**src/rtl/sprite_pkg.sv**
```systemverilog
// Shared geometry and types for the sprite frame ROM and its read arbiter.
// The ROM holds NUM_FRAMES animation frames of FRAME_WORDS palette indices each, stored back-to-back.
package sprite_pkg;

  localparam int unsigned FRAME_WORDS = 1152;
  localparam int unsigned NUM_FRAMES  = 4;
  localparam int unsigned DATA_W      = 2;
  localparam int unsigned PIX_W       = $clog2(FRAME_WORDS);
  localparam int unsigned FRAME_W     = $clog2(NUM_FRAMES);
  localparam int unsigned ADDR_W      = $clog2(FRAME_WORDS * NUM_FRAMES);

  typedef logic [PIX_W-1:0]   pix_addr_t;
  typedef logic [ADDR_W-1:0]  rom_addr_t;
  typedef logic [FRAME_W-1:0] frame_idx_t;
  typedef logic [DATA_W-1:0]  rom_data_t;

  // First ROM word of a frame; the largest frame base plus a legal pixel still fits in ADDR_W.
  function automatic rom_addr_t frame_base(input frame_idx_t frame);
    return rom_addr_t'(frame) * rom_addr_t'(FRAME_WORDS);
  endfunction

endpackage

```
**src/rtl/rr_arbiter.sv**
```systemverilog
// Round-robin request arbiter: the search starts at ptr and wraps from NUM_REQ-1 back to 0.
// Produces a one-hot grant plus the encoded winner index.
module rr_arbiter #(
  parameter int unsigned NUM_REQ = 2,
  localparam int unsigned IDX_W  = $clog2(NUM_REQ)
) (
  input  logic [NUM_REQ-1:0] req,
  input  logic [IDX_W-1:0]   ptr,
  output logic [NUM_REQ-1:0] gnt,
  output logic [IDX_W-1:0]   winner,
  output logic               valid
);

  logic [IDX_W:0] cand_s;

  // Pick the first requester at or after ptr, in modular order.
  always_comb begin
    gnt    = '0;
    winner = '0;
    valid  = 1'b0;
    cand_s = '0;
    for (int k = 0; k < NUM_REQ; k++) begin
      cand_s = {1'b0, ptr} + (IDX_W+1)'(k);
      if (cand_s >= (IDX_W+1)'(NUM_REQ)) begin
        cand_s = cand_s - (IDX_W+1)'(NUM_REQ);
      end else begin
        cand_s = cand_s;
      end
      if (!valid && req[cand_s[IDX_W-1:0]]) begin
        valid                   = 1'b1;
        winner                  = cand_s[IDX_W-1:0];
        gnt[cand_s[IDX_W-1:0]]  = 1'b1;
      end else begin
        valid = valid;
      end
    end
  end

endmodule

```
**src/rtl/sprite_rom_arbiter.sv**
```systemverilog
// Shares one registered sprite frame ROM among NUM_REQ draw engines: round-robin grant,
// frame*FRAME_WORDS+pixel address forming, and a tagged response pipeline matched to ROM latency.
module sprite_rom_arbiter
  import sprite_pkg::*;
#(
  parameter int unsigned NUM_REQ = 2,
  parameter int unsigned ROM_LAT = 1
) (
  input  logic                     Clk,
  input  logic                     Reset_n,
  input  logic [NUM_REQ-1:0]       req,
  input  frame_idx_t [NUM_REQ-1:0] frame_idx,
  input  pix_addr_t  [NUM_REQ-1:0] pix_addr,
  output logic [NUM_REQ-1:0]       gnt,
  output rom_addr_t                rom_addr,
  input  rom_data_t                rom_data,
  output logic [NUM_REQ-1:0]       rsp_valid,
  output rom_data_t                rsp_data,
  output logic                     rsp_err
);

  localparam int unsigned IDX_W = $clog2(NUM_REQ);

  logic [IDX_W-1:0]   ptr_r;
  logic [IDX_W-1:0]   ptr_nxt_s;
  logic [IDX_W:0]     ptr_inc_s;
  logic [NUM_REQ-1:0] arb_gnt_s;
  logic [IDX_W-1:0]   winner_s;
  logic               arb_valid_s;
  logic [NUM_REQ-1:0] gnt_s;
  logic               grant_s;
  frame_idx_t         win_frame_s;
  pix_addr_t          win_pix_s;
  logic               pix_err_s;
  rom_addr_t          addr_nxt_s;
  rom_addr_t          rom_addr_r;

  // Stage 0 lines up with rom_addr, stage ROM_LAT lines up with rom_data.
  logic [ROM_LAT:0]              vld_r;
  logic [ROM_LAT:0][NUM_REQ-1:0] id_r;
  logic [ROM_LAT:0]              err_r;

  logic [NUM_REQ-1:0] rsp_valid_s;
  rom_data_t          rsp_data_s;
  logic               rsp_err_s;

  rr_arbiter #(.NUM_REQ(NUM_REQ)) u_rr_arbiter (
    .req    (req),
    .ptr    (ptr_r),
    .gnt    (arb_gnt_s),
    .winner (winner_s),
    .valid  (arb_valid_s)
  );

  // Grants are suppressed while reset is held so no read is issued during reset.
  always_comb begin
    gnt_s   = '0;
    grant_s = 1'b0;
    if (Reset_n) begin
      gnt_s   = arb_gnt_s;
      grant_s = arb_valid_s;
    end else begin
      gnt_s   = '0;
      grant_s = 1'b0;
    end
  end

  assign gnt = gnt_s;

  // Winner address; an out-of-range pixel falls back to the frame base and is flagged.
  always_comb begin
    win_frame_s = frame_idx[winner_s];
    win_pix_s   = pix_addr[winner_s];
    pix_err_s   = (win_pix_s >= PIX_W'(FRAME_WORDS));
    addr_nxt_s  = frame_base(win_frame_s);
    if (pix_err_s) begin
      addr_nxt_s = frame_base(win_frame_s);
    end else begin
      addr_nxt_s = frame_base(win_frame_s) + rom_addr_t'(win_pix_s);
    end
  end

  // Next pointer is one past the winner, modulo NUM_REQ.
  always_comb begin
    ptr_inc_s = {1'b0, winner_s} + (IDX_W+1)'(1);
    ptr_nxt_s = ptr_inc_s[IDX_W-1:0];
    if (ptr_inc_s >= (IDX_W+1)'(NUM_REQ)) begin
      ptr_nxt_s = '0;
    end else begin
      ptr_nxt_s = ptr_inc_s[IDX_W-1:0];
    end
  end

  // Pointer, address register and response tag pipeline.
  always_ff @(posedge Clk) begin
    if (!Reset_n) begin
      ptr_r      <= '0;
      rom_addr_r <= '0;
      vld_r      <= '0;
      id_r       <= '0;
      err_r      <= '0;
    end else begin
      if (grant_s) begin
        ptr_r      <= ptr_nxt_s;
        rom_addr_r <= addr_nxt_s;
      end else begin
        ptr_r      <= ptr_r;
        rom_addr_r <= rom_addr_r;
      end
      vld_r <= {vld_r[ROM_LAT-1:0], grant_s};
      id_r  <= {id_r[ROM_LAT-1:0], gnt_s};
      err_r <= {err_r[ROM_LAT-1:0], pix_err_s & grant_s};
    end
  end

  assign rom_addr = rom_addr_r;

  // ROM data arrives on the same edge as the final tag stage, so the data path is only gated here.
  always_comb begin
    rsp_valid_s = '0;
    rsp_data_s  = '0;
    rsp_err_s   = 1'b0;
    if (vld_r[ROM_LAT]) begin
      rsp_valid_s = id_r[ROM_LAT];
      rsp_err_s   = err_r[ROM_LAT];
      if (err_r[ROM_LAT]) begin
        rsp_data_s = '0;
      end else begin
        rsp_data_s = rom_data;
      end
    end else begin
      rsp_valid_s = '0;
      rsp_data_s  = '0;
      rsp_err_s   = 1'b0;
    end
  end

  assign rsp_valid = rsp_valid_s;
  assign rsp_data  = rsp_data_s;
  assign rsp_err   = rsp_err_s;

endmodule

```
**config.mk**
```make
export PLATFORM = sky130hd
export DESIGN_NAME = sprite_rom_arbiter
export DESIGN_NICKNAME = d
export VERILOG_FILES = /design/src/rtl/sprite_pkg.sv /design/src/rtl/rr_arbiter.sv /design/src/rtl/sprite_rom_arbiter.sv
export SDC_FILE = /design/constraint.sdc
export NUM_CORES = 1
export LEC_CHECK = 0
export ABC_AREA = 1
export CORE_MARGIN = 2
export CORE_UTILIZATION = 44
export DETAILED_ROUTE_END_ITERATION = 7
export PLACE_DENSITY = 0.93
export SYNTH_ARGS = -nofsm -noshare
export SYNTH_HDL_FRONTEND = slang
export SYNTH_SLANG_ARGS = --single-unit
```
**constraint.sdc**
```tcl
create_clock -name Clk -period 3.7 [get_ports Clk]
set_input_delay 0.74 -clock Clk [delete_from_list [all_inputs] [get_ports Clk]]
set_output_delay 0.74 -clock Clk [all_outputs]
set_load 0.01 [all_outputs]
```
# Yosys cells after proc, flatten, opt, wreduce, memory -nomap -nowiden

Index checks and enable logic that the tools add are counted.

Input port bits: 32
Flip-flop bits (word level): 22
Output and inout bits: 20
Logic and storage cells: 55

Reduce and logical (&&, ||, !) cells: 4
Multipliers: 1
$add $sub $neg: 5
$lt $le $gt $ge: 9
Muxes and demuxes: 28
Bitwise operators: 2

Operators with widths:

| operator                                             | number |
|---|---|
| two-way mux 11 bit                                   | 2 |
| two-way mux 2 bit                                    | 8 |
| two-way mux 1 bit                                    | 15 |
| adder 13 x 11 -> 13 bit                              | 1 |
| two-way mux 13 bit                                   | 1 |
| >= comparator 11 bit (second input constant)         | 1 |
| < comparator 1 x 2 -> 1 bit (second input constant)  | 3 |
| multiplier 2 x 4 -> 6 bit (second input constant)    | 1 |
| adder 1 x 1 -> 2 bit (second input constant)         | 2 |
| >= comparator 2 bit (second input constant)          | 2 |
| logical AND 1 bit                                    | 3 |
| demux 1 bit (select 1 bit)                           | 2 |
| >= comparator 1 bit (second input constant)          | 2 |
| >= comparator 1 x 2 -> 1 bit (second input constant) | 1 |
| bitwise OR 2 bit                                     | 1 |
| subtractor 1 bit (second input constant)             | 2 |
| AND 1 bit                                            | 1 |
| logical NOT 1 bit                                    | 1 |

# Depth between registers and ports, before layout

Gate-level depths: netlist of the first run.

Depth after elaboration: 13
Gate-level depth with buffers: 14
Mapped depth without buffers: 14

# Modules after synthesis

A second synthesis of the first run with hierarchy kept.

Cells, all modules: 181
Area, all modules: 1243.7 um2

Modules (own cells, without submodules):

| module             | area an instance (um2) | seq. area each (um2) | cells an instance | times used |
|---|---|---|---|---|
| sprite_rom_arbiter | 1188.6                 | 440.4                | 167               | 1 |
| rr_arbiter         | 55.1                   | 0.0                  | 14                | 1 |

# Worst setup path after synthesis of the first run

OpenSTA, ideal clock, no wires.

Path type: input -> register
Start point: in req[0]
End point: reg rom_addr_r[11], in the netlist rom_addr[11]
Stages on the path: 13
Path buffers: 1
Data required time: 3575 ps
Setup time: 125 ps
Arrival: 2203 ps
Slack: 1371 ps
Path through: nand2_2 -> nand2_4 -> buf_2 -> nand2_1 -> nand2_1 -> ha_1 -> fa_1 -> nand4_1 -> nand2_1 -> nand3_1 -> nand2_1 -> nor2_1 -> nor2_1

Word-level cells in the longest chain between the ends: 11

Ends and longest elaborated chain:

| item                                                  | RTL line                  | text |
|---|---|---|
| start, declared                                       | sprite_rom_arbiter.sv:11  | `input logic [NUM_REQ-1:0] req,` |
| two-way mux 1 bit (implied by the code) (2 in series) | rr_arbiter.sv:29          | `if (!valid && req[cand_s[IDX_W-1:0]]) begin` |
| two-way mux 1 bit                                     | rr_arbiter.sv:29          |  |
| logical NOT 1 bit                                     | rr_arbiter.sv:29          |  |
| logical AND 1 bit                                     | rr_arbiter.sv:29          |  |
| two-way mux 1 bit                                     | rr_arbiter.sv:29          |  |
| two-way mux 2 bit (implied by the code) (2 in series) | sprite_rom_arbiter.sv:72  | `win_frame_s = frame_idx[winner_s];` |
| multiplier 2 x 4 -> 6 bit                             | sprite_pkg.sv:19          | `return rom_addr_t'(frame) * rom_addr_t'(FRAME_WORDS);` |
| adder 13 x 11 -> 13 bit                               | sprite_rom_arbiter.sv:79  | `addr_nxt_s = frame_base(win_frame_s) + rom_addr_t'(win_pix_s);` |
| two-way mux 13 bit                                    | sprite_rom_arbiter.sv:76  | `if (pix_err_s) begin` |
| end signal, assigned                                  | sprite_rom_arbiter.sv:105 | `rom_addr_r <= addr_nxt_s;` |
| end signal, assigned                                  | sprite_rom_arbiter.sv:108 | `rom_addr_r <= rom_addr_r;` |
| end, declared                                         | sprite_rom_arbiter.sv:36  | `rom_addr_t rom_addr_r;` |

Several ways; a longest one is shown, not always the timed one. The select of a mux whose other input is x is not followed.
A chain may end at the register's enable or synchronous reset.

# Final worst setup path of the first run

Start point: in req[1]
End point: out gnt[1]

Word-level cells in the longest chain between the ends: 7

Ends and longest elaborated chain:

| item                                                  | RTL line                 | text |
|---|---|---|
| two-way mux 1 bit (implied by the code) (2 in series) | rr_arbiter.sv:29         |  |
| two-way mux 1 bit                                     | rr_arbiter.sv:29         |  |
| logical NOT 1 bit                                     | rr_arbiter.sv:29         |  |
| logical AND 1 bit                                     | rr_arbiter.sv:29         |  |
| two-way mux 2 bit (*)                                 | rr_arbiter.sv:29         |  |
| two-way mux 2 bit (*)                                 | sprite_rom_arbiter.sv:59 | `if (Reset_n) begin` |
| end, declared                                         | sprite_rom_arbiter.sv:14 | `output logic [NUM_REQ-1:0] gnt,` |

Mark *: on every way between the ends. The rest lies on a longest branch, timed or not. The select of a mux whose other input is x is not followed.

==> results of run 1 <==
[flip-flops by register name (all words and copies together), names as in the netlist]
name	flops
rom_addr	13
vld_r	2
id_r	4
ptr_r	1
err_r	2
[synthesized netlist by cell type]
| library cell | number | share of area (%) |
|---|---|---|
| nand3_2 | 2 | 1.7 |
| nor2_8 | 1 | 1.7 |
| buf_2 | 1 | 0.43 |
| xor2_1 | 1 | 0.76 |
| o21ai_1 | 6 | 2.6 |
| nand3_1 | 8 | 3.5 |
| fa_1 | 1 | 1.7 |
| nand2_4 | 3 | 2.9 |
| nand2_1 | 43 | 14 |
| inv_2 | 1 | 0.33 |
| nor2_2 | 2 | 1.1 |
| nor3b_1 | 2 | 1.3 |
| inv_4 | 1 | 0.54 |
| ha_1 | 3 | 3.3 |
| a22oi_1 | 1 | 0.65 |
| or2_2 | 5 | 2.7 |
| a31oi_1 | 1 | 0.54 |
| dfxtp_1 | 22 | 38 |
| clkbuf_1 | 1 | 0.33 |
| a21o_1 | 1 | 0.65 |
| nor2_1 | 9 | 2.9 |
| a21oi_1 | 4 | 1.7 |
| o21ai_0 | 8 | 3.5 |
| o21ai_2 | 1 | 0.76 |
| inv_1 | 23 | 7.5 |
| nand2_2 | 4 | 2.2 |
| nand4_1 | 2 | 1.1 |
| a31o_2 | 1 | 0.76 |
| nand3b_1 | 1 | 0.65 |
[where the power goes]
group / total, mW / switching, mW / internal, mW / leakage, nW
clock: 0.182 / 0.0728 / 0.110 / 0.0279
sequential: 0.264 / 0.00860 / 0.255 / 0.182
combinational: 0.169 / 0.0793 / 0.0893 / 0.630
total: 0.615 / 0.161 / 0.454 / 0.839
[routing by layer]
layer	up-vias	GRT usage (%)	part of all wire, %
met2	39	28.91	48
met1	506	22.34	45
li1	609	-	-
met4	0	7.317	1.9
met3	5	1.639	4.5
met5	-	0	0
[critical path, cell delays in order]
cell and delay [ps]:
clkdlybuf4s50_1 630, nand2_4 180, nor2_1 120, clkdlybuf4s50_1 540
[through the flow]
| step | util (%) | power, mW | instances | setup WS [ps] |
|---|---|---|---|---|
| 2_1_floorplan | - | 0.3579 | 159 | 1371 |
| 3_3_place_gp | 68.64 | 0.4358 | 239 | 750.9 |
| 3_5_place_dp | 68.64 | 0.4380 | 239 | 715.8 |
| 4_1_cts | 70.76 | 0.6176 | 243 | 727.2 |
| 5_1_grt | 70.76 | 0.6460 | 243 | 655.6 |
| 6_report | 70.76 | 0.6151 | 243 | 738.8 |
[layout make-up]
class,count,area [µm²]
Fill cell,201,724.4
Multi-Input combinational cell,110,608.1
Timing Repair Buffer,52,518.0
Sequential cell,22,440.4
Inverter,25,96.34
Tap cell,30,37.54
Clock inverter,1,30.03
Clock buffer,3,22.52
[path summary, 6_finish.rpt]
check / start / end / slack, ps
max: req[1] / gnt[1] / 740
min: vld_r[0] / vld_r[1] / 420
max reg2reg: ptr_r / rom_addr[11] / 1630
min reg2reg: vld_r[0] / vld_r[1] / 420
[kinds of logic after synthesis]
family | share of synthesized area (%)
xor+xnor | 0.7594
buf+inv | 9.110
fa+ha+maj | 4.990
simple gates | 35.79
flops | 38.18
compound gates | 11.17
==> impl_metrics.env, run 1 <==
export IMPL_root_buffer="clkbuf_4"
export IMPL_crit_path_max_fanout=16
export IMPL_drt_iter0_markers=38
export IMPL_p_leak_nw=0.8390
export IMPL_wl_um=2487
export IMPL_postCtsSetupRepairBufs=0
export IMPL_start_util_pct=46.57
export IMPL_max_clock_freq_ghz=0.3377
export IMPL_endpoint_kind="output port"
export IMPL_cp_required_ps=2960
export IMPL_hold_violations=0
export IMPL_period_minus_slack_ps=2961
export IMPL_groute_usage_overall_pct=17.18
export IMPL_relSlewSlack_pct=72.06
export IMPL_dr_pass1_iters=4
export IMPL_ir_worst_vdd_mv=0.2581
export IMPL_synth_area_um2=1154
export IMPL_fin_crit_sh_pct=80.03
export IMPL_num_vias=1159
export IMPL_placed_area_um2=1700
export IMPL_clk_latency_ps=320
export IMPL_p_per_area_nw_per_um2=350.9
export IMPL_hold_class="flip-flop to flip-flop"
export IMPL_die_w_um=55.21
export IMPL_fin_area_um2=1753
export IMPL_crit_type="input pin to output port"
export IMPL_ys_seq_area_share_pct=38.18
export IMPL_tightest_slew_ps=417.5
export IMPL_globalRoute_totalOverflow=0
export IMPL_synth_fp_nets=195
export IMPL_syn_inst=159
export IMPL_hold_slack_ps=419.0
export IMPL_cp_start_kind="input pin"
export IMPL_synthToLayoutAreaGrowth_pct=51.95
export IMPL_final_setup_tns_ps=0
export IMPL_portBuffers=51
export IMPL_clkTransAtPathRegs_ps=110
export IMPL_avgSynthCellArea_um2=7.255
export IMPL_row_count=18
export IMPL_gp_congestion=0.8776
export IMPL_rsz0062_at_grt="no"
export IMPL_cts_repair_resized=0
export IMPL_die_y_um=55.21
export IMPL_setup_violations=0
export IMPL_ys_types=29
export IMPL_whs_path_depth=2
export IMPL_synth_seq_cells=22
export IMPL_postRouteAntennaNets=0
export IMPL_final_common_cell="clkdlybuf4s50_1"
export IMPL_htreeDepth=1
export IMPL_grt_pass1_vias=1019
export IMPL_hpwlAfterDp_um=2000
export IMPL_antenna_found_initial=0
export IMPL_clockBufferDepth=2
export IMPL_drive_gt1_share_pct=12.21
export IMPL_status="finished, final reports clean"
export IMPL_ys_warn_count=0
export IMPL_max_cap_violations=0
export IMPL_reg2regPathDepth=13
export IMPL_num_antenna_cells=0
export IMPL_avgViaCountPerCell=4.770
export IMPL_core_um2=2477
export IMPL_drt_wirelength_per_cell_um=10.23
export IMPL_cts_num_sinks=22
export IMPL_io_pins=52
export IMPL_fin_skew_ps=16.73
export IMPL_drc=0
export IMPL_layout_common_cells="51 x clkdlybuf4s50_1, 43 x nand2_1, 23 x inv_1"
export IMPL_cts_hold_buf=0
export IMPL_drv_slew=0
export IMPL_grt_start_max_net_pins=17
export IMPL_cts_inserted_buffers=3
export IMPL_fin_nets=250
export IMPL_cts_tree="yes"
export IMPL_arrival_ps=2220
export IMPL_die_area_um2=3048
export IMPL_grt_pass1_wl_um=4333
Note: power is estimated with default switching activity, not from simulation.
==> run 2: changes to the inputs <==
--- a/config.mk
+++ b/config.mk
@@ -7,9 +7,9 @@
 export LEC_CHECK = 0
 export ABC_AREA = 1
 export CORE_MARGIN = 2
-export CORE_UTILIZATION = 44
+export CORE_UTILIZATION = 41
 export DETAILED_ROUTE_END_ITERATION = 7
-export PLACE_DENSITY = 0.93
+export PLACE_DENSITY = 0.88
 export SYNTH_ARGS = -nofsm -noshare
 export SYNTH_HDL_FRONTEND = slang
 export SYNTH_SLANG_ARGS = --single-unit
==> constraint.sdc (replaced) <==
create_clock -name Clk -period 2.9 [get_ports Clk]
set_input_delay 0.58 -clock Clk [delete_from_list [all_inputs] [get_ports Clk]]
set_output_delay 0.58 -clock Clk [all_outputs]
set_load 0.01 [all_outputs]
==> impl_metrics.env, run 2 (synthesis results as in run 1) <==
export IMPL_status="finished, final reports clean"
export IMPL_groute_usage_overall_pct=18.22
export IMPL_core_um2=2710
export IMPL_drt_wirelength_per_cell_um=11.83
export IMPL_die_w_um=57.05
export IMPL_cp_required_ps=2320
export IMPL_row_count=19
export IMPL_globalRoute_totalOverflow=0
export IMPL_multi_input_area_um2=608.1
export IMPL_grt_pass1_wl_um=4692
export IMPL_cts_hold_buf=0
export IMPL_die_area_um2=3254
export IMPL_max_stage_delay_ps=630
export IMPL_grt_start_max_net_pins=12
export IMPL_crit_slowest_cell="clkdlybuf4s50_1"
export IMPL_max_cap_violations=0
export IMPL_start_util_pct=42.57
export IMPL_antenna_found_initial=0
export IMPL_ir_worst_vdd_mv=0.2619
export IMPL_num_antenna_cells=0
export IMPL_p_per_area_nw_per_um2=400.5
export IMPL_n_fill_cell=253
export IMPL_postCtsSetupRepairBufs=0
export IMPL_r2r_start="ptr_r"
export IMPL_root_buffer="clkbuf_4"
export IMPL_relSlewSlack_pct=73.16
export IMPL_crit_path_max_fanout=10
export IMPL_hold_slack_ps=419.4
export IMPL_postRouteAntennaNets=0
export IMPL_hpwlAfterDp_um=2334
export IMPL_period_minus_slack_ps=2709
export IMPL_reg2regPathDepth=13
export IMPL_clk_latency_ps=310
export IMPL_cts_repair_resized=0
export IMPL_hold_class="flip-flop to flip-flop"
export IMPL_wl_um=2899
export IMPL_largest_reg_flops=13
export IMPL_num_vias=1205
export IMPL_htreeDepth=1
export IMPL_synthToLayoutAreaGrowth_pct=50.76
export IMPL_drv_slew=0
export IMPL_drive_gt1_share_pct=12.62
export IMPL_die_y_um=57.05
export IMPL_crit_type="input pin to output port"
export IMPL_layout_common_cells="51 x clkdlybuf4s50_1, 43 x nand2_1, 23 x inv_1"
export IMPL_reg2reg_setup_slack_ps=850
export IMPL_crit_top_cell="clkdlybuf4s50_1"
export IMPL_dr_pass1_iters=4
export IMPL_cp_start_kind="input pin"
export IMPL_clkTransAtPathRegs_ps=110
export IMPL_fin_skew_ps=0.7340
export IMPL_final_setup_tns_ps=0
export IMPL_endpoint_kind="output port"
export IMPL_tightest_slew_ps=401.2
export IMPL_io_pins=52
export IMPL_rsz0062_at_grt="no"
export IMPL_final_common_cell="clkdlybuf4s50_1"
export IMPL_setup_violations=0
export IMPL_max_clock_freq_ghz=0.3692
export IMPL_cts_num_sinks=22
export IMPL_cp_endpoint="gnt[1]"
export IMPL_gp_congestion=0.8141
export IMPL_grt_pass1_vias=1120
export IMPL_cts_tree="yes"
export IMPL_portBuffers=51
export IMPL_clockBufferDepth=2
export IMPL_fin_crit_sh_pct=93.40
export IMPL_drc=0
export IMPL_avgViaCountPerCell=4.918
export IMPL_p_leak_nw=0.8343
export IMPL_crit_chain="clkdlybuf4s50_1, nand2_4, nor2_1, clkdlybuf4s50_1"
export IMPL_startpoint="req[1]"
export IMPL_fin_util_pct=64.17
export IMPL_hold_violations=0
export IMPL_drt_iter0_markers=22
export IMPL_fin_nets=252
export IMPL_rr_endpoint="rom_addr[11]"
export IMPL_arrival_ps=2130
export IMPL_cts_inserted_buffers=3
export IMPL_area_sequential_um2=440.4
[run 2: changes by cell type in the layout (fill, tap and decap cells not counted)]
cell	change
buf_4	+2
bufinv_16	-1
[run 2: final cells by class]
type / instances / area share, %
multi-input cells: 110 / 34.96
repair buffers: 54 / 30.65
flip-flops and latches: 22 / 25.32
inverters: 25 / 5.540
well taps: 31 / 2.230
clock buffers: 3 / 1.295
[run 2: how the worst min path moves through the flow]
stage,to,cells past startpoint,slack (ps),start
after floorplan,err_r[1],2,390,err_r[0]
after detailed placement,id_r[3],2,390,id_r[1]
after global routing,vld_r[1],2,440,vld_r[0]
after global placement,vld_r[1],2,390,vld_r[0]
final,id_r[3],2,420,id_r[1]
after CTS,id_r[3],2,420,id_r[1]
[run 2: critical path, delay by kind of cell]
| kind | cells | cell delay, ps |
|---|---|---|
| buffers and inverters | 2 | 1200 |
| AND/OR/NAND/NOR | 2 | 340 |
[run 2: metal layers]
layer	vias up	part of all wire [%]	track usage, %	wire length (µm)
met5	-	0	0	0
met4	0	2.8	8.970	80
met3	9	5.9	4.308	172
met2	42	51	31.53	1474
met1	538	40	20.99	1173
li1	616	-	-	-
[run 2: metrics by stage]
| step | setup WS (ps) | area (µm²) | power, mW | cells |
|---|---|---|---|---|
| floorplan | 731.5 | 1154 | 0.4566 | 159 |
| global placement | 140.9 | 1717 | 0.5600 | 242 |
| detailed placement | 85.73 | 1717 | 0.5662 | 242 |
| CTS | 229.5 | 1739 | 0.6991 | 245 |
| global route | 161.3 | 1739 | 0.7364 | 245 |
| finish | 191.5 | 1739 | 0.6965 | 245 |
[run 2: where the power goes]
part	total, mW	internal (mW)	switching [mW]	leakage, nW
registers	0.337	0.326	0.0112	0.182
clock network	0.137	0.0486	0.0880	0.0138
logic	0.223	0.116	0.107	0.639
